==> src/rtl/train_scheduler.sv <==
// Training-run sequencer: fetches samples by index, streams them into the network, meters
// in-flight samples and forwards inference results. Define SCHED_ACCURACY_EN for oCorrect.
module train_scheduler #(
  parameter int unsigned NI    = 4,
  parameter int unsigned NO    = 7,
  parameter int unsigned WV    = 8,
  parameter int unsigned WO    = 12,
  parameter int unsigned NS    = 16,
  parameter int unsigned MAXIF = 4,
  parameter int unsigned WE    = 16,
  localparam int unsigned AW   = (NS > 1) ? $clog2(NS) : 1
) (
  input  logic                 iCLK,
  input  logic                 iRST,
`ifdef SCHED_ACCURACY_EN
  output logic [$clog2(NS+1)-1:0] oCorrect,
`endif
  input  logic                 iStart,
  input  logic [WE-1:0]        iEpochs,
  input  logic [WV-1:0]        iLR,
  output logic                 oMode,
  output logic [WV-1:0]        oLR,
  output logic                 oBusy,
  output logic                 oDone,
  output logic [WE-1:0]        oEpoch,
  output logic [AW-1:0]        oAddr,
  input  logic [NI*WV-1:0]     iData_Sample,
  input  logic [NO*WO-1:0]     iData_Label,
  output logic                 oValid_BM_Input,
  input  logic                 iReady_BM_Input,
  output logic [NI*WV-1:0]     oData_BM_Input,
  output logic                 oValid_BM_Teacher,
  input  logic                 iReady_BM_Teacher,
  output logic [NO*WO-1:0]     oData_BM_Teacher,
  input  logic                 iValid_AM_Output,
  output logic                 oReady_AM_Output,
  input  logic [NO*WO-1:0]     iData_AM_Output,
  output logic                 oValid_BM_Result,
  input  logic                 iReady_BM_Result,
  output logic [NO*WO-1:0]     oData_BM_Result
);

  localparam int unsigned CW = $clog2(MAXIF + 1);

  typedef enum logic [2:0] {StIdle, StFetch, StLoad, StIssue, StDrain} state_e;

  state_e            state_q, state_d;
  logic [AW-1:0]     addr_q;
  logic [WE-1:0]     epoch_q, epochs_q;
  logic [WV-1:0]     lr_q;
  logic              mode_q;
  logic              in_vld_q, tch_vld_q;
  logic [NI*WV-1:0]  in_data_q;
  logic [NO*WO-1:0]  tch_data_q;
  logic [CW-1:0]     inflight_q;
  logic              in_hs, out_hs, last_epoch;

  assign in_hs      = in_vld_q && iReady_BM_Input;
  assign out_hs     = iValid_AM_Output && oReady_AM_Output;
  assign last_epoch = ({1'b0, epoch_q} + (WE+1)'(1)) >= {1'b0, epochs_q};

  always_ff @(posedge iCLK) begin
    if (iRST) state_q <= StIdle;
    else      state_q <= state_d;
  end

  always_comb begin
    state_d = state_q;
    unique case (state_q)
      StIdle:  if (iStart) state_d = StFetch;
      StFetch: if (inflight_q != CW'(MAXIF)) state_d = StLoad;
      StLoad:  state_d = StIssue;
      StIssue: begin
        if (!in_vld_q && !tch_vld_q) state_d = (addr_q == AW'(NS - 1)) ? StDrain : StFetch;
      end
      StDrain: if (inflight_q == '0) state_d = mode_q ? StFetch : StIdle;
      default: state_d = StIdle;
    endcase
  end

  always_comb begin
    oBusy            = (state_q != StIdle);
    oDone            = (state_q == StDrain) && (inflight_q == '0) && !mode_q;
    oValid_BM_Result = !mode_q && iValid_AM_Output;
    oReady_AM_Output = mode_q || iReady_BM_Result;
    oData_BM_Result  = iData_AM_Output;
  end

  always_ff @(posedge iCLK) begin
    if (iRST) begin
      addr_q     <= '0;
      epoch_q    <= '0;
      epochs_q   <= '0;
      lr_q       <= '0;
      mode_q     <= 1'b0;
      in_vld_q   <= 1'b0;
      tch_vld_q  <= 1'b0;
      in_data_q  <= '0;
      tch_data_q <= '0;
    end else begin
      unique case (state_q)
        StIdle: begin
          if (iStart) begin
            epochs_q <= iEpochs;
            lr_q     <= iLR;
            addr_q   <= '0;
            epoch_q  <= '0;
            mode_q   <= (iEpochs != '0);
          end
        end
        StLoad: begin
          in_data_q  <= iData_Sample;
          tch_data_q <= iData_Label;
          in_vld_q   <= 1'b1;
          tch_vld_q  <= mode_q;
        end
        StIssue: begin
          if (in_hs) in_vld_q <= 1'b0;
          if (tch_vld_q && iReady_BM_Teacher) tch_vld_q <= 1'b0;
          if (!in_vld_q && !tch_vld_q && addr_q != AW'(NS - 1)) addr_q <= addr_q + 1'b1;
        end
        StDrain: begin
          if (inflight_q == '0 && mode_q) begin
            addr_q <= '0;
            // Last training epoch rolls into the inference pass without bumping the epoch.
            if (last_epoch) mode_q  <= 1'b0;
            else            epoch_q <= epoch_q + 1'b1;
          end
        end
        default: ;
      endcase
    end
  end

  always_ff @(posedge iCLK) begin
    if (iRST) begin
      inflight_q <= '0;
    end else if (in_hs && !out_hs) begin
      inflight_q <= inflight_q + 1'b1;
    end else if (out_hs && !in_hs && inflight_q != '0) begin
      inflight_q <= inflight_q - 1'b1;
    end
  end

  assign oMode             = mode_q;
  assign oLR               = lr_q;
  assign oEpoch            = epoch_q;
  assign oAddr             = addr_q;
  assign oValid_BM_Input   = in_vld_q;
  assign oData_BM_Input    = in_data_q;
  assign oValid_BM_Teacher = tch_vld_q;
  assign oData_BM_Teacher  = tch_data_q;

`ifdef SCHED_ACCURACY_EN
  localparam int unsigned IW = (NO > 1) ? $clog2(NO) : 1;
  localparam int unsigned PW = (MAXIF > 1) ? $clog2(MAXIF) : 1;

  // Unsigned argmax; strict compare keeps the lowest index on ties.
  function automatic logic [IW-1:0] argmax(input logic [NO*WO-1:0] v);
    logic [IW-1:0] idx;
    logic [WO-1:0] best;
    idx  = '0;
    best = v[WO-1:0];
    for (int unsigned i = 1; i < NO; i++) begin
      if (v[i*WO +: WO] > best) begin
        best = v[i*WO +: WO];
        idx  = IW'(i);
      end
    end
    return idx;
  endfunction

  function automatic logic [PW-1:0] ptr_inc(input logic [PW-1:0] p);
    return (p == PW'(MAXIF - 1)) ? '0 : p + 1'b1;
  endfunction

  logic [IW-1:0]           fifo_q [MAXIF];
  logic [PW-1:0]           wptr_q, rptr_q;
  logic [CW-1:0]           fcnt_q;
  logic [$clog2(NS+1)-1:0] correct_q;
  logic                    push, pop, start;

  assign start = (state_q == StIdle) && iStart;
  assign push  = in_hs && !mode_q;
  assign pop   = oValid_BM_Result && iReady_BM_Result && (fcnt_q != '0);

  always_ff @(posedge iCLK) begin
    if (push) fifo_q[wptr_q] <= argmax(tch_data_q);
  end

  always_ff @(posedge iCLK) begin
    if (iRST || start) begin
      wptr_q    <= '0;
      rptr_q    <= '0;
      fcnt_q    <= '0;
      correct_q <= '0;
    end else begin
      if (push) wptr_q <= ptr_inc(wptr_q);
      if (pop)  rptr_q <= ptr_inc(rptr_q);
      if (push && !pop)      fcnt_q <= fcnt_q + 1'b1;
      else if (pop && !push) fcnt_q <= fcnt_q - 1'b1;
      if (pop && fifo_q[rptr_q] == argmax(iData_AM_Output)) correct_q <= correct_q + 1'b1;
    end
  end

  assign oCorrect = correct_q;
`endif

endmodule

==> config.mk <==
export PLATFORM = sky130hd
export DESIGN_NAME = train_scheduler
export DESIGN_NICKNAME = d
export VERILOG_FILES = /design/src/rtl/train_scheduler.sv
export SDC_FILE = /design/constraint.sdc
export NUM_CORES = 1
export LEC_CHECK = 0
export ABC_AREA = 1
export BUFFER_PORTS_ARGS = -buffer_cell sky130_fd_sc_hd__buf_2
export CAP_MARGIN = 30
export CORE_AREA = 2 2 181 183
export CTS_CLUSTER_SIZE = 8
export DETAILED_ROUTE_END_ITERATION = 7
export DIE_AREA = 0 0 183 185
export REMOVE_ABC_BUFFERS = 1
export SYNTH_ARGS = -nofsm -noshare
export SYNTH_HDL_FRONTEND = slang
export SYNTH_SLANG_ARGS = --single-unit
==> constraint.sdc <==
create_clock -name iCLK -period 6.7 [get_ports iCLK]
set_clock_uncertainty 0.15 [all_clocks]
set_input_delay 1.005 -clock iCLK [delete_from_list [all_inputs] [get_ports iCLK]]
set_output_delay 1.005 -clock iCLK [all_outputs]
set_load 0.03 [all_outputs]
### Word-level counts from Yosys, hierarchy flattened

Cells that the tools add are included.

| cells by class | value |
|---|---|
| equal/unequal tests | 17 |
| add/subtract/negate cells | 5 |
| reductions and logical operators | 34 |
| mux-type cells | 25 |
| $lt $le $gt $ge | 1 |

Operators by type and width:

| operator | number |
|---|---|
| $mux 16 | 3 |
| $pmux 16 s2 | 1 |
| $mux 3 | 7 |
| $ne 2x2->1 const B | 9 |
| $add 16x1->17 const B | 1 |
| $ge 17x16->1 | 1 |
| $add 16x1->16 const B | 1 |
| $reduce_and 4->1 | 4 |
| $reduce_bool 16->1 | 1 |
| $pmux 3 s5 | 1 |
| $logic_and 1x1->1 | 12 |
| $mux 4 | 3 |
| $pmux 4 s3 | 1 |
| $reduce_bool 3->1 | 3 |
| $eq 3x2->1 const B | 2 |
| $logic_not 3->1 | 2 |
| $mux 1 | 6 |
| $pmux 1 s2 | 3 |
| $reduce_and 2->1 | 3 |
| $reduce_bool 2->1 | 3 |
| $logic_not 1->1 | 5 |
| $add 4x1->4 const B | 1 |
| $eq 4x4->1 const B | 1 |
| $ne 4x4->1 const B | 1 |
| 7 further kinds | 7 |

| storage, ports and cells | value |
|---|---|
| word-level logic and storage cells | 93 |
| output and inout bits | 235 |
| register bits | 169 |

### Depth between registers and ports, before layout

| depth | value |
|---|---|
| depth in word-level cells | 6 |
| gate-level depth with buffers | 25 |

### Least setup slack after synthesis

Ideal clock, no wire load.

| timing | value |
|---|---|
| path type | register -> register |
| from | reg epoch_q[0], in the netlist oEpoch[0] |
| to | reg epoch_q[5], in the netlist oEpoch[5] |
| buffers on the path | 1 |
| period minus slack after synthesis | 3118 ps |
| data arrival time | 2852 ps |
| path slack | 3582 ps |
| required time | 6434 ps |
| setup time | 116 ps |
| stages on the path, launching flop included | 21 |
| cells stage by stage | dfxtp_1 ha_1 nand2_2 nor2_4 nand3_4 nor2_1 inv_1 nor3_1 xor2_1 inv_1 ha_1 nand2_1 nor2_1 nand4_1 o211ai_1 a21oi_2 nand2_2 nand2_4 buf_4 a21oi_1 nor2_1 |

| between the ends | value |
|---|---|
| word-level cells in the longest chain between the ends | 4 |

RTL lines:

| what | RTL line | RTL |
|---|---|---|
| from (decl) | 49 | `logic [WE-1:0] epoch_q, epochs_q;` |
| from (signal assigned) | 127 | `else epoch_q <= epoch_q + 1'b1;` |
| $add 16x1->17 / $add 16x1->16 (equally long branches) | 60, 127 |  |
| $ge 17x16->1 / $mux 16 (equally long branches) | 60, 126 |  |
| $ne 2x2->1 (no line) / $mux 16 (equally long branches) | -- |  |
| $reduce_and 4->1 (no line) / $pmux 16 s2 (equally long branches) | -- |  |

Several ways; a longest one is shown, not always the timed one. The select of a mux whose other input is x is not followed.
A chain may end at the register's enable or synchronous reset.

### Worst setup path in the final report

| timing | value |
|---|---|
| from | reg epoch_q[0], in the netlist oEpoch[0] |
| to | reg epoch_q[14], in the netlist oEpoch[14] |

The elaborated chain is that of the path after synthesis.

==> metrics.txt <==
status=finished clean; Synth area leaders=dfxtp_1 (44%), nor2_1 (13%), o21ai_0 (9.0%); clock-pin slew on the worst setup and hold paths=70 ps; predominant post-synthesis flop cell=dfxtp_1; first-pass GRT wire length=46740 um; Syn Area/Cell=7.405 sq um; yosys warns=0; dominant cell type by area after synthesis=dfxtp_1; crit path buf inv count=2; Slowest cell on crit path=dfxtp_1; sequential area share after synthesis=43.51%; Max Fclk=303.8 MHz; met2 Resource Use GR=between 20% and 30%; most used cell, CP=nor2_4; met3 Track Usage GR=between 10% and 20%; Min-Delay Path Class=reg -> reg; Iter 0 DRT Violations=483; GRT Resource Usage Total=19.05%; unrepaired setup endpoints after global routing=no; routed vias=~7700; # setup viols final=0; Mapped Area=0.007775 sq mm; HPWL after DPL=24650 um; Die X=183 um; slew margin rel.=42.04%; Synth Instances=approximately 1100; Leak=4.797 nW; die area=0.03386 sq mm; smallest hold slack=311.7 ps; Pins Over Slew Limit=0; core area=0.03204 sq mm; PortBufs=297; Setup CP Type=reg -> reg; CP max FO=32; pwr dens=301.8 mW/mm^2; pin count of the biggest net entering global routing=110; root buffer cell=clkbuf_16; CP peak stage delay=430 ps; crit path launch type=flip-flop; Final Hold Fails=0; io pins=around 470; Fin Setup TNS=0 ps; clock tree buffer depth=2; Routed WL=33030 um; flop-to-flop setup slack=roughly 3400 ps; Synth top area share=43.51%; Final min period=3291 ps; GP Congestion=~0.85; Starting Density=between 20% and 30%; Inserted Clock Buffers=17; height of the die=185 um; total of max-cap violations=0; Post-CTS Hold Buffers=0; CP Capture Type=flip-flop; Worst EP arrival=~3500 ps; Synth cell types=38; flops & latches, synth=169; DR pass1 iterations=5; Max VDD drop=219.9 uV; pin slew with the least headroom to its limit=approximately 870 ps; # rows=66; average wire per standard cell=around 20 um; post-route antenna net violation count=0; final net count=1481; Top Usage Layer GRT=met2; later-pin clock latency in the skew report=440 ps; ratio of cells with drive above 1 in the final layout=30.01%; required time of the critical path=6880 ps; CTS tree=done; Layout area overhead=23.51%; async set-reset flop share out of synthesis=0%; clk sinks=169; met1 Track Usage GR=between 20 and 25%; Worst path top cell family by delay=simple AND/OR/NAND/NOR gates; CP Cell Sequence=ha_1, nand2_2, nor2_4, nand3_4, nor2_4, inv_2, nor2_4, xor2_1, inv_1, ha_1, nand2_1, nor2_1, nand4_1, o211ai_1, a21oi_2, nand2_2, nand2_4, a21oi_1, nor2_1; Period Utilization, post-route=49.12%; vias in the first global route=7140; DRC viols=0; antenna violations before repair=8; setup repair bufs after CTS=0; gr ovfl total=0; post_cts resized=0; # H-tree levels=4; DR vias/cell=4.635; Post-synth EDFFs=0
## power by group
part / switching (W) / total (W) / internal, W
sequential: 0.0000658 / 0.00117 / 0.00110
clock: 0.000447 / 0.00105 / 0.000599
combinational: 0.000473 / 0.000683 / 0.000209
## layout make-up
type | count | area, sq um
clock inverter | 13 | 168.9
sequential | 169 | 3383
timing repair buffer | 303 | 1572
clock buffer | 18 | 439.2
antenna | 3 | 7.507
fill | 3525 | 22440
multi-input combinational | 669 | 3251
tap | 408 | 510.5
inverter | 71 | 271.5
## cell usage in the layout (no fill, tap or decap), types with 2 or more instances in the layout
master / n
clkinvlp_4: 4
inv_1: 64
bufinv_16: 3
nand2_1: 88
inv_6: 4
nand2_2: 2
ha_1: 18
nor2_2: 4
or2_2: 4
nor2_1: 270
buf_4: 4
nor2_4: 4
diode_2: 3
inv_2: 5
buf_2: 297
nor3_1: 13
xor2_1: 8
o21ai_0: 140
nand3_1: 21
a21oi_1: 56
a211oi_1: 2
clkbuf_16: 17
nor4_1: 5
dfxtp_1: 169
nand3_2: 14
inv_4: 2
buf_16: 2
o21ai_1: 5
## worst register-to-register path, stage by stage, from the launching register on
cell	delay, ps
dfxtp_1	430
ha_1	250
nand2_2	90
nor2_4	130
nand3_4	110
nor2_4	140
inv_2	50
nor2_4	100
xor2_1	150
inv_1	80
ha_1	290
nand2_1	70
nor2_1	140
nand4_1	100
o211ai_1	200
a21oi_2	50
nand2_2	110
nand2_4	250
a21oi_1	250
nor2_1	60
## synthesized netlist by cell type (6+ instances only)
cell type,number
inv_2,6
buf_4,86
dfxtp_1,169
inv_1,65
ha_1,18
nor3_1,13
clkbuf_1,41
a21oi_1,56
nand3_2,14
nor2_1,271
xor2_1,8
buf_2,12
nand2_1,88
nand3_1,21
o21ai_0,140
## sequential cells by signal, summed over array words and instances, names as in the netlist
name,flops
oData_BM_Teacher,84
epochs_q,16
oData_BM_Input,32
oValid_BM_Input,1
oAddr,4
state_q,3
inflight_q,3
oValid_BM_Teacher,1
oEpoch,16
oMode,1
oLR,8
## metal layers
layer	routed length (um)	vias up
li1	-	3639
met1	13570	3461
met2	12240	507
met3	6308	41
met4	472	18
met5	430	-
## stage by stage
step / std cells / power, W / setup slack (ps) / util (%) / cell area (sq um)
floorplan: 909 / 0.001625 / 1117 / - / 6893
global placement: 1618 / 0.001858 / 3332 / 27.88 / 8932
detailed placement: 1619 / 0.001872 / 3256 / 27.96 / 8960
CTS: 1650 / 0.002931 / 3382 / 29.86 / 9568
global route: 1651 / 0.003057 / 3012 / 29.95 / 9595
finish: 1654 / 0.002898 / 3409 / 29.97 / 9603
## cell families after synthesis
group | after synthesis | share of synthesized area, %
compound gates | 211 | 13.94
xor+xnor | 8 | 0.9012
fa+ha+maj | 19 | 3.154
buf+inv | 212 | 14.77
flops | 169 | 43.51
simple gates | 431 | 23.72
## worst paths after layout
check / startpoint / end / depth (start not counted)
max: oEpoch[0]$_SDFFE_PP0P_ / oEpoch[14]$_SDFFE_PP0P_ / 19
min: oLR[3]$_SDFFE_PP0P_ / oLR[3]$_SDFFE_PP0P_ / 2
max reg2reg: oEpoch[0]$_SDFFE_PP0P_ / oEpoch[14]$_SDFFE_PP0P_ / 19
min reg2reg: oLR[3]$_SDFFE_PP0P_ / oLR[3]$_SDFFE_PP0P_ / 2
Note: power is estimated with default switching activity, not from simulation.
